### config.mk
export PLATFORM = sky130hd
export DESIGN_NAME = execute_stage
export DESIGN_NICKNAME = d
export VERILOG_FILES = /design/src/rtl/execute_stage.sv
export SDC_FILE = /design/constraint.sdc
export NUM_CORES = 2
export LEC_CHECK = 0
export CAP_MARGIN = 10
export CORE_ASPECT_RATIO = 1.1
export CORE_MARGIN = 2
export CORE_UTILIZATION = 53
export CTS_CLUSTER_SIZE = 8
export DETAILED_ROUTE_END_ITERATION = 10
export GPL_TIMING_DRIVEN = 1
export PLACE_DENSITY = 0.81
export SYNTH_ARGS = -nofsm -noshare
export SYNTH_HDL_FRONTEND = slang
export SYNTH_SLANG_ARGS = --single-unit
### constraint.sdc
create_clock -name clk -period 11.9 [get_ports clk]
set_input_delay 1.785 -clock clk [delete_from_list [all_inputs] [get_ports clk]]
set_output_delay 1.785 -clock clk [all_outputs]
set_load 0.01 [all_outputs]
### src/rtl/execute_stage.sv
// Execute stage of the RV32IM pipeline. It contains the ALU/multiplier, the branch target adder,
// an iterative restoring divider and the EX/MEM pipeline register.
`timescale 1ns/1ps
module execute_stage (
    input  logic        clk,
    input  logic        reset_n,
    input  logic [31:0] pc_data,
    input  logic [31:0] rs1_data,
    input  logic [31:0] rs2_data,
    input  logic [31:0] imm,
    input  logic [4:0]  rd_address,
    input  logic [4:0]  alu_rd_operator,
    input  logic [1:0]  alu_rd_operand1_src,
    input  logic [2:0]  alu_rd_operand2_src,
    input  logic        alu_pc_operand1_src,
    input  logic [1:0]  next_pc_src,
    input  logic        reg_write_data_src,
    input  logic        reg_wren,
    input  logic        ram_wren,
    output logic        busy,
    output logic        redirect,
    output logic [31:0] redirect_pc,
    output logic [31:0] mem_alu_result,
    output logic [31:0] mem_store_data,
    output logic [4:0]  mem_rd_address,
    output logic        mem_reg_write_data_src,
    output logic        mem_reg_wren,
    output logic        mem_ram_wren
);
    localparam int unsigned XLEN = 32;

    localparam logic [4:0] OP_ADD = 5'd0,  OP_SUB = 5'd1,  OP_SLL = 5'd2,  OP_SLT = 5'd3;
    localparam logic [4:0] OP_SLTU = 5'd4, OP_XOR = 5'd5,  OP_SRL = 5'd6,  OP_SRA = 5'd7;
    localparam logic [4:0] OP_OR = 5'd8,   OP_AND = 5'd9,  OP_MUL = 5'd10, OP_MULH = 5'd11;
    localparam logic [4:0] OP_MULHSU = 5'd12, OP_MULHU = 5'd13, OP_DIV = 5'd14, OP_DIVU = 5'd15;
    localparam logic [4:0] OP_REM = 5'd16, OP_REMU = 5'd17, OP_PASS = 5'd18, OP_EQ = 5'd19;
    localparam logic [4:0] OP_NE = 5'd20,  OP_LT = 5'd21,  OP_GE = 5'd22,  OP_LTU = 5'd23;
    localparam logic [4:0] OP_GEU = 5'd24;

    typedef enum logic [1:0] {S_IDLE = 2'd0, S_DIV = 2'd1, S_DONE = 2'd2} div_state_t;

    div_state_t        state;
    logic [4:0]        div_count;
    logic [XLEN-1:0]   quotient;
    logic [XLEN-1:0]   remainder;
    logic [XLEN-1:0]   divisor;
    logic              neg_quotient;
    logic              neg_remainder;

    logic [XLEN-1:0]   op1;
    logic [XLEN-1:0]   op2;
    logic [4:0]        shamt;
    logic              is_div;
    logic              div_signed;
    logic [63:0]       product;
    logic [XLEN:0]     trial;
    logic              trial_ge;
    logic [XLEN-1:0]   div_result;
    logic [XLEN-1:0]   alu_result;
    logic [XLEN-1:0]   target_sum;

    // Operand selection
    always_comb begin
        op1 = '0;
        case (alu_rd_operand1_src)
            2'd0:    op1 = rs1_data;
            2'd1:    op1 = pc_data;
            default: op1 = '0;
        endcase
        op2 = '0;
        case (alu_rd_operand2_src)
            3'd0:    op2 = rs2_data;
            3'd1:    op2 = imm;
            3'd2:    op2 = 32'd4;
            default: op2 = '0;
        endcase
    end

    assign shamt      = op2[4:0];
    assign is_div     = (alu_rd_operator >= OP_DIV) && (alu_rd_operator <= OP_REMU);
    assign div_signed = (alu_rd_operator == OP_DIV) || (alu_rd_operator == OP_REM);

    // One shared 64x64 multiplier; operand extension picks the signedness of each side
    assign product = {{32{op1[31] & ((alu_rd_operator == OP_MULH) || (alu_rd_operator == OP_MULHSU))}}, op1}
                   * {{32{op2[31] & (alu_rd_operator == OP_MULH)}}, op2};

    assign trial    = {remainder, quotient[31]};
    assign trial_ge = trial >= {1'b0, divisor};

    always_comb begin
        div_result = '0;
        if ((alu_rd_operator == OP_DIV) || (alu_rd_operator == OP_DIVU))
            div_result = neg_quotient ? -quotient : quotient;
        else
            div_result = neg_remainder ? -remainder : remainder;
    end

    always_comb begin
        alu_result = '0;
        case (alu_rd_operator)
            OP_ADD:    alu_result = op1 + op2;
            OP_SUB:    alu_result = op1 - op2;
            OP_SLL:    alu_result = op1 << shamt;
            OP_SLT:    alu_result = {31'd0, $signed(op1) < $signed(op2)};
            OP_SLTU:   alu_result = {31'd0, op1 < op2};
            OP_XOR:    alu_result = op1 ^ op2;
            OP_SRL:    alu_result = op1 >> shamt;
            OP_SRA:    alu_result = 32'($signed(op1) >>> shamt);
            OP_OR:     alu_result = op1 | op2;
            OP_AND:    alu_result = op1 & op2;
            OP_MUL:    alu_result = product[31:0];
            OP_MULH, OP_MULHSU, OP_MULHU: alu_result = product[63:32];
            OP_DIV, OP_DIVU, OP_REM, OP_REMU: alu_result = (state == S_DONE) ? div_result : '0;
            OP_PASS:   alu_result = op2;
            OP_EQ:     alu_result = {31'd0, op1 == op2};
            OP_NE:     alu_result = {31'd0, op1 != op2};
            OP_LT:     alu_result = {31'd0, $signed(op1) < $signed(op2)};
            OP_GE:     alu_result = {31'd0, $signed(op1) >= $signed(op2)};
            OP_LTU:    alu_result = {31'd0, op1 < op2};
            OP_GEU:    alu_result = {31'd0, op1 >= op2};
            default:   alu_result = '0;
        endcase
    end

    assign busy = (state == S_DIV) || ((state == S_IDLE) && is_div);

    // JALR-style targets clear bit 0
    assign target_sum  = (alu_pc_operand1_src ? rs1_data : pc_data) + imm;
    assign redirect_pc = {target_sum[31:1], target_sum[0] & ~alu_pc_operand1_src};
    assign redirect    = !busy && ((next_pc_src == 2'd2) || ((next_pc_src == 2'd1) && alu_result[0]));

    // Divider: magnitudes latched in IDLE, 32 restoring steps, signs applied in DONE
    always_ff @(posedge clk) begin
        if (!reset_n) begin
            state         <= S_IDLE;
            div_count     <= '0;
            quotient      <= '0;
            remainder     <= '0;
            divisor       <= '0;
            neg_quotient  <= 1'b0;
            neg_remainder <= 1'b0;
        end else begin
            case (state)
                S_IDLE: begin
                    if (is_div) begin
                        quotient      <= (div_signed && op1[31]) ? -op1 : op1;
                        divisor       <= (div_signed && op2[31]) ? -op2 : op2;
                        remainder     <= '0;
                        neg_quotient  <= div_signed && (op1[31] ^ op2[31]) && (op2 != '0);
                        neg_remainder <= div_signed && op1[31];
                        div_count     <= '0;
                        state         <= S_DIV;
                    end
                end
                S_DIV: begin
                    quotient  <= {quotient[30:0], trial_ge};
                    remainder <= trial_ge ? 32'(trial - {1'b0, divisor}) : trial[31:0];
                    div_count <= 5'(div_count + 5'd1);
                    if (div_count == 5'd31)
                        state <= S_DONE;
                end
                S_DONE:  state <= S_IDLE;
                default: state <= S_IDLE;
            endcase
        end
    end

    // EX/MEM register; a stall inserts a bubble
    always_ff @(posedge clk) begin
        if (!reset_n) begin
            mem_alu_result         <= '0;
            mem_store_data         <= '0;
            mem_rd_address         <= '0;
            mem_reg_write_data_src <= 1'b0;
            mem_reg_wren           <= 1'b0;
            mem_ram_wren           <= 1'b0;
        end else if (!busy) begin
            mem_alu_result         <= alu_result;
            mem_store_data         <= rs2_data;
            mem_rd_address         <= rd_address;
            mem_reg_write_data_src <= reg_write_data_src;
            mem_reg_wren           <= reg_wren;
            mem_ram_wren           <= ram_wren;
        end else begin
            mem_reg_wren <= 1'b0;
            mem_ram_wren <= 1'b0;
        end
    end
endmodule

[Word level (Yosys, flattened, before mapping)]
Cells that the tools add are included.
Word-level totals
  flip-flop bits (word level): 177
  output and inout bits: 106
Operators by class
  $add $sub $neg: 9
  multiply operators: 1
  magnitude comparators: 7
  equality and inequality tests: 36
  shifts and indexed selects: 3
  muxes and demuxes: 20
  bitwise operators: 9
  reduce and logical (&&, ||, !) cells: 28
Operator list (number)
  $pmux W32 S18: 1
  $mux W32: 10
  $pmux W32 S2: 3
  $neg A32 Y32: 4
  $pmux W32 S3: 1
  $add A32 B32 Y32: 2
  $ge A32 B32 Y1: 2
  $lt A32 B32 Y1: 2
  $mul A33 B33 Y64: 1
  $sub A32 B32 Y32: 2
  $eq A5 B5 Y1 const B: 10
  $eq A5 B4 Y1 const B: 8
  $ge A33 B32 Y1: 1
  $and A32 B32 Y32: 1
  $eq A32 B32 Y1: 1
  $ne A32 B32 Y1: 1
  $or A32 B32 Y32: 1
  $reduce_bool A32 Y1: 1
  $shl A32 B5 Y32: 1
  $shr A32 B5 Y32: 1
  $sshr A32 B5 Y32: 1
  $xor A32 B32 Y32: 1
  $eq A5 B3 Y1 const B: 4
  $eq A5 B2 Y1 const B: 2
  28 further kinds: 51

[Logic depth before layout (Yosys ltp)]
  word-level depth: 8
  gate-level depth with buffers: 41

[Least setup slack after synthesis]
No wires, ideal clock.
  path kind: input -> output
  from: input port alu_rd_operand2_src[0]
  to: output port redirect
  arrival time: 10029 ps
  slack: 86 ps
  cell stages on the path: 36
  buffers on the path: 10
  cells stage by stage: buf_4 buf_6 buf_6 nand3b_1 a21o_1 buf_2 buf_2 buf_1 buf_2 clkbuf_1 buf_1 nor2_1 fa_1 inv_1 fa_1 inv_1 fa_1 inv_1 fa_1 fa_1 inv_1 fa_1 fa_1 inv_1 fa_1 inv_1 ha_1 clkbuf_1 a211oi_1 o21ai_0 a21o_1 o31a_1 a31oi_1 xnor2_1 a211oi_1 o22ai_1
On the way
  cells in the longest elaborated chain, start to end: 8
  elaborated cells between the ends (all ways): 24
RTL lines
  start, declared: RTL line 14  | input logic [2:0] alu_rd_operand2_src,
  $eq A3 B2 Y1 (tied with other cells): RTL line 71  | case (alu_rd_operand2_src)
  $pmux W32 S3 (*): RTL line 71
  $and A1 B1 Y1: RTL line 85  | * {{32{op2[31] & (alu_rd_operator == OP_MULH)}}, op2};
  $mul A33 B33 Y64: RTL line 85
  $pmux W32 S18 (*): RTL line 100  | case (alu_rd_operator)
  $logic_and A1 B1 Y1 (*): RTL line 130  | assign redirect = !busy && ((next_pc_src == 2'd2) || ((next_pc_src == 2'd1) && alu_result[0]));
  $logic_or A1 B1 Y1 (*): RTL line 130
  $logic_and A1 B1 Y1 (*): RTL line 130
  end, declared: RTL line 21  | output logic redirect,
Every way passes the cells marked *; elsewhere a longest branch is shown, timed or not.

[Final worst setup path]
  from: input port pc_data[31]
  to: register mem_alu_result[29]
On the way
  cells in the longest elaborated chain, start to end: 4
  elaborated cells between the ends (all ways): 7
RTL lines
  start, declared: RTL line 7  | input logic [31:0] pc_data,
  $pmux W32 S2 (*): RTL line 65  | case (alu_rd_operand1_src)
  $and A1 B1 Y1: RTL line 84  | assign product = {{32{op1[31] & ((alu_rd_operator == OP_MULH) || (alu_rd_operator == OP_MULHSU))}}, op1}
  $mul A33 B33 Y64: RTL line 85
  $pmux W32 S18 (*): RTL line 100
  end signal, assigned: RTL line 178  | mem_alu_result <= alu_result;
  end, declared: RTL line 23  | output logic [31:0] mem_alu_result,
Marks and branches as above.
A chain may end at the register's enable or synchronous reset.

==> impl_metrics.ini <==
[die]
num_rows = 129
die-area_sq_mm = 0.1156
start_util = 0.5333
io_pins = 257
dieHeight_microns = 356.4
core_sq_mm = 0.1122
dieWidth_microns = 324.3

[synthesis]
syn_nets = 9035
synth_top_area_share = 0.3778
synth_flop_cell = dfxtp_1
seq_area_frac_synth = 0.05923
yosys.area.top_type = fa_1
synth-edff-count = 0
syn_inst = 7377
async_reset_ff_frac = 0
avgSynthCellArea_sq_um = 8.109
yosys_register_bits = 177
synth_area_leaders = fa_1 38%, ha_1 7.9%, inv_1 7.8%
syn-cell-area_sq_mm = 0.05982
yosys_warnings = 0
synth_cell_types = 95

[timing]
setup_viol = 0
fin_crit_sh = 0.9632
finalHoldViolations = 0
relSlewSlack = 0.1014
fmax_mhz = 87.24
rsz0062_at_grt = no
final_max_slew_viol_count = 0
fin_ws_ns = 0.4376
finClkSkew_ns = 0.02619
fin_crit_ns = 11.46
tightest_slew_ns = 1.340

[min_path]
hold_class = reg -> reg

[clock_network]
cts_tree = done
cts_max_level = 4
clk_path_buf_depth = 2
clkTransAtPathRegs_ns = 0.08
cts_root_buf = clkbuf_16
numCtsBuffers = 17
clk_latency_ns = 0.53
cts.sinks = 177

[setup_path]
critPathKind = in -> reg
path_max_fanout = 8
critical_path_arrival_ns = 11.84
crit_path_start_kind = input port
slowest_stage = clkdlybuf4s50_1
end_kind = flip-flop
cp.required_ns = 12.27
critical-path-max-stage-delay_ns = 0.69
crit_top_cell = fa_1

[finish]
fillers = 9576
final_layout_size_suffix_gt1_frac = 0.1168
postLayoutCellArea_sq_mm = 0.06902
fin_nets = 9522
syn2layout_area_growth_pct = 15.38

[global_route]
grt_start_max_net_pins = 57
grt_pass1_wl_microns = 427300
grt_antenna_before_repair = 18
track_usage = 0.5144
first_global_vias = 63400
grt_overflow = 0

[job]
maxCapViolations = 0

[power_and_ir_drop]
peakVddDrop_mv = 0.1329
p_per_area_mw_per_mm2 = 90.35
leakagePower_nw = 32.19

[route]
wl_per_cell_microns = 31.59
drc = 0
vias = 60560
vias_per_cell = 6.445
drt-total-wl_microns = 296800
route.antenna.remaining_nets = 0
drt-initial-drc-count = 7318
dr.pass1.iters = 9

[place]
io_buffers = 256
dpl.hpwl_microns = 241500
place_area_sq_mm = 0.06803
gp_congestion = 1.106
dp_slack_ns = -0.5106

[status]
status = finished clean
[where the power goes]
group | internal, mW | total (mW) | switching (mW)
Combinational | 1.84 | 4.89 | 3.04
Clock | 0.289 | 0.649 | 0.359
Sequential | 0.640 | 0.701 | 0.0605
[sequential cells by signal (all words and copies together), names as in the netlist]
signal and flops:
remainder 32, mem_reg_write_data_src 1, mem_reg_wren 1, divisor 32, quotient 32, state 2, neg_remainder 1, mem_alu_result 32
div_count 5, neg_quotient 1, mem_ram_wren 1, mem_rd_address 5, mem_store_data 32
[metal layers]
layer,track usage,up-vias,part of all wire
met2,0.7880,4752,0.43
met3,0.1590,1681,0.12
met4,0.4594,12,0.11
met1,0.5819,29530,0.34
li1,-,24580,-
met5,0.001208,-,0.00031
[critical path: cells and delay by family]
kind / cells / cell delay, ns
muxes: 1 / 0.20
and+or+nand+nor: 4 / 0.68
buffers and inverters: 13 / 2.50
AOI/OAI and AO/OA: 7 / 2.07
adders and majority gates: 9 / 4.58
[synthesized netlist by cell type, drive strengths merged (42+ instances only)]
cell type and instances:
inv 1254, fa 1129, nand2 1054, nor2 728
ha 378, a21oi 352, clkbuf 317, o21ai 243
dfxtp 177, xnor2 174, buf 148, mux2i 133
a211oi 101, mux2 72, xor2 72, nand3 71
nor3 64, a21o 59, o211ai 46, o22ai 46
nand2b 42
[cells by family (layout without fill, tap and decap cells)]
family	after synthesis	in the layout	synth area share
DFF	177	177	0.05923
xor gates and xnor gates	246	246	0.03602
muxes	208	208	0.03700
other	0	13	0
buffers and inverters	1740	2240	0.1115
adders and majority gates	1507	1507	0.4569
and+or+nand+nor	2201	2201	0.1559
AOI/OAI and AO/OA	1298	1298	0.1435
[cell usage in the layout (no fill, tap or decap), types with 23 or more instances in the layout]
master	instances
a211oi_1	99
a21o_1	57
a21oi_1	351
a221oi_1	28
a22o_1	30
a22oi_1	25
a311oi_1	23
a31oi_1	39
and2_1	28
and3_1	31
buf_12	36
buf_4	631
clkdlybuf4s50_1	249
dfxtp_1	177
fa_1	1129
ha_1	378
inv_1	1232
mux2_2	71
mux2i_1	129
nand2_1	1051
nand2b_1	41
nand3_1	70
nand4_1	30
nor2_1	686
nor2_2	26
nor2b_1	32
nor3_1	57
nor4_1	28
o211ai_1	45
o21a_1	28
o21ai_0	229
o21bai_1	41
o221ai_1	40
o22ai_1	46
o31ai_1	39
or3_1	23
xnor2_1	174
xor2_1	71
[cell type report]
class / instances / area, sq um / area share
Antenna cell: 13 / 32.53 / 0.0004713
Clock buffer: 17 / 425.4 / 0.006163
Clock inverter: 15 / 202.7 / 0.002937
Inverter: 1275 / 4822 / 0.06986
Multi-Input combinational cell: 5460 / 49950 / 0.7237
Sequential cell: 177 / 3543 / 0.05134
Tap cell: 1506 / 1884 / 0.02730
Timing Repair Buffer: 933 / 8162 / 0.1182
[final timing paths]
check	startpoint	end	slack [ns]	cells after the start
min	mem_store_data[1]	mem_store_data[1]	0.45	2
max	pc_data[31]	mem_alu_result[29]	0.44	34
max reg2reg	remainder[5]	mem_alu_result[16]	7.55	11
min reg2reg	mem_store_data[1]	mem_store_data[1]	0.45	2
[repair_timing]
action,4_1_cts,5_1_grt
resized for setup,4,47
pin swaps,0,5
buffers inserted,0,10
hold buffers,0,0
endpoints found under the hold margin,0,0
setup endpoints to repair,1,1
gates cloned,0,2
[metrics by stage]
stage | std cells | hold WS [ns] | TNS [ns] | total power, mW | util
after floorplan | 7377 | 0.4319 | 0 | 3.249 | -
after global placement | 9339 | 0.4369 | -0.4818 | 5.299 | 0.6065
after detailed placement | 9339 | 0.4442 | -0.5106 | 5.364 | 0.6065
after CTS | 9371 | 0.4554 | 0 | 6.028 | 0.6123
after global routing | 9385 | 0.4695 | 0 | 6.532 | 0.6151
final | 9396 | 0.4549 | 0 | 6.237 | 0.6153
Note: power is estimated with default switching activity, not from simulation.
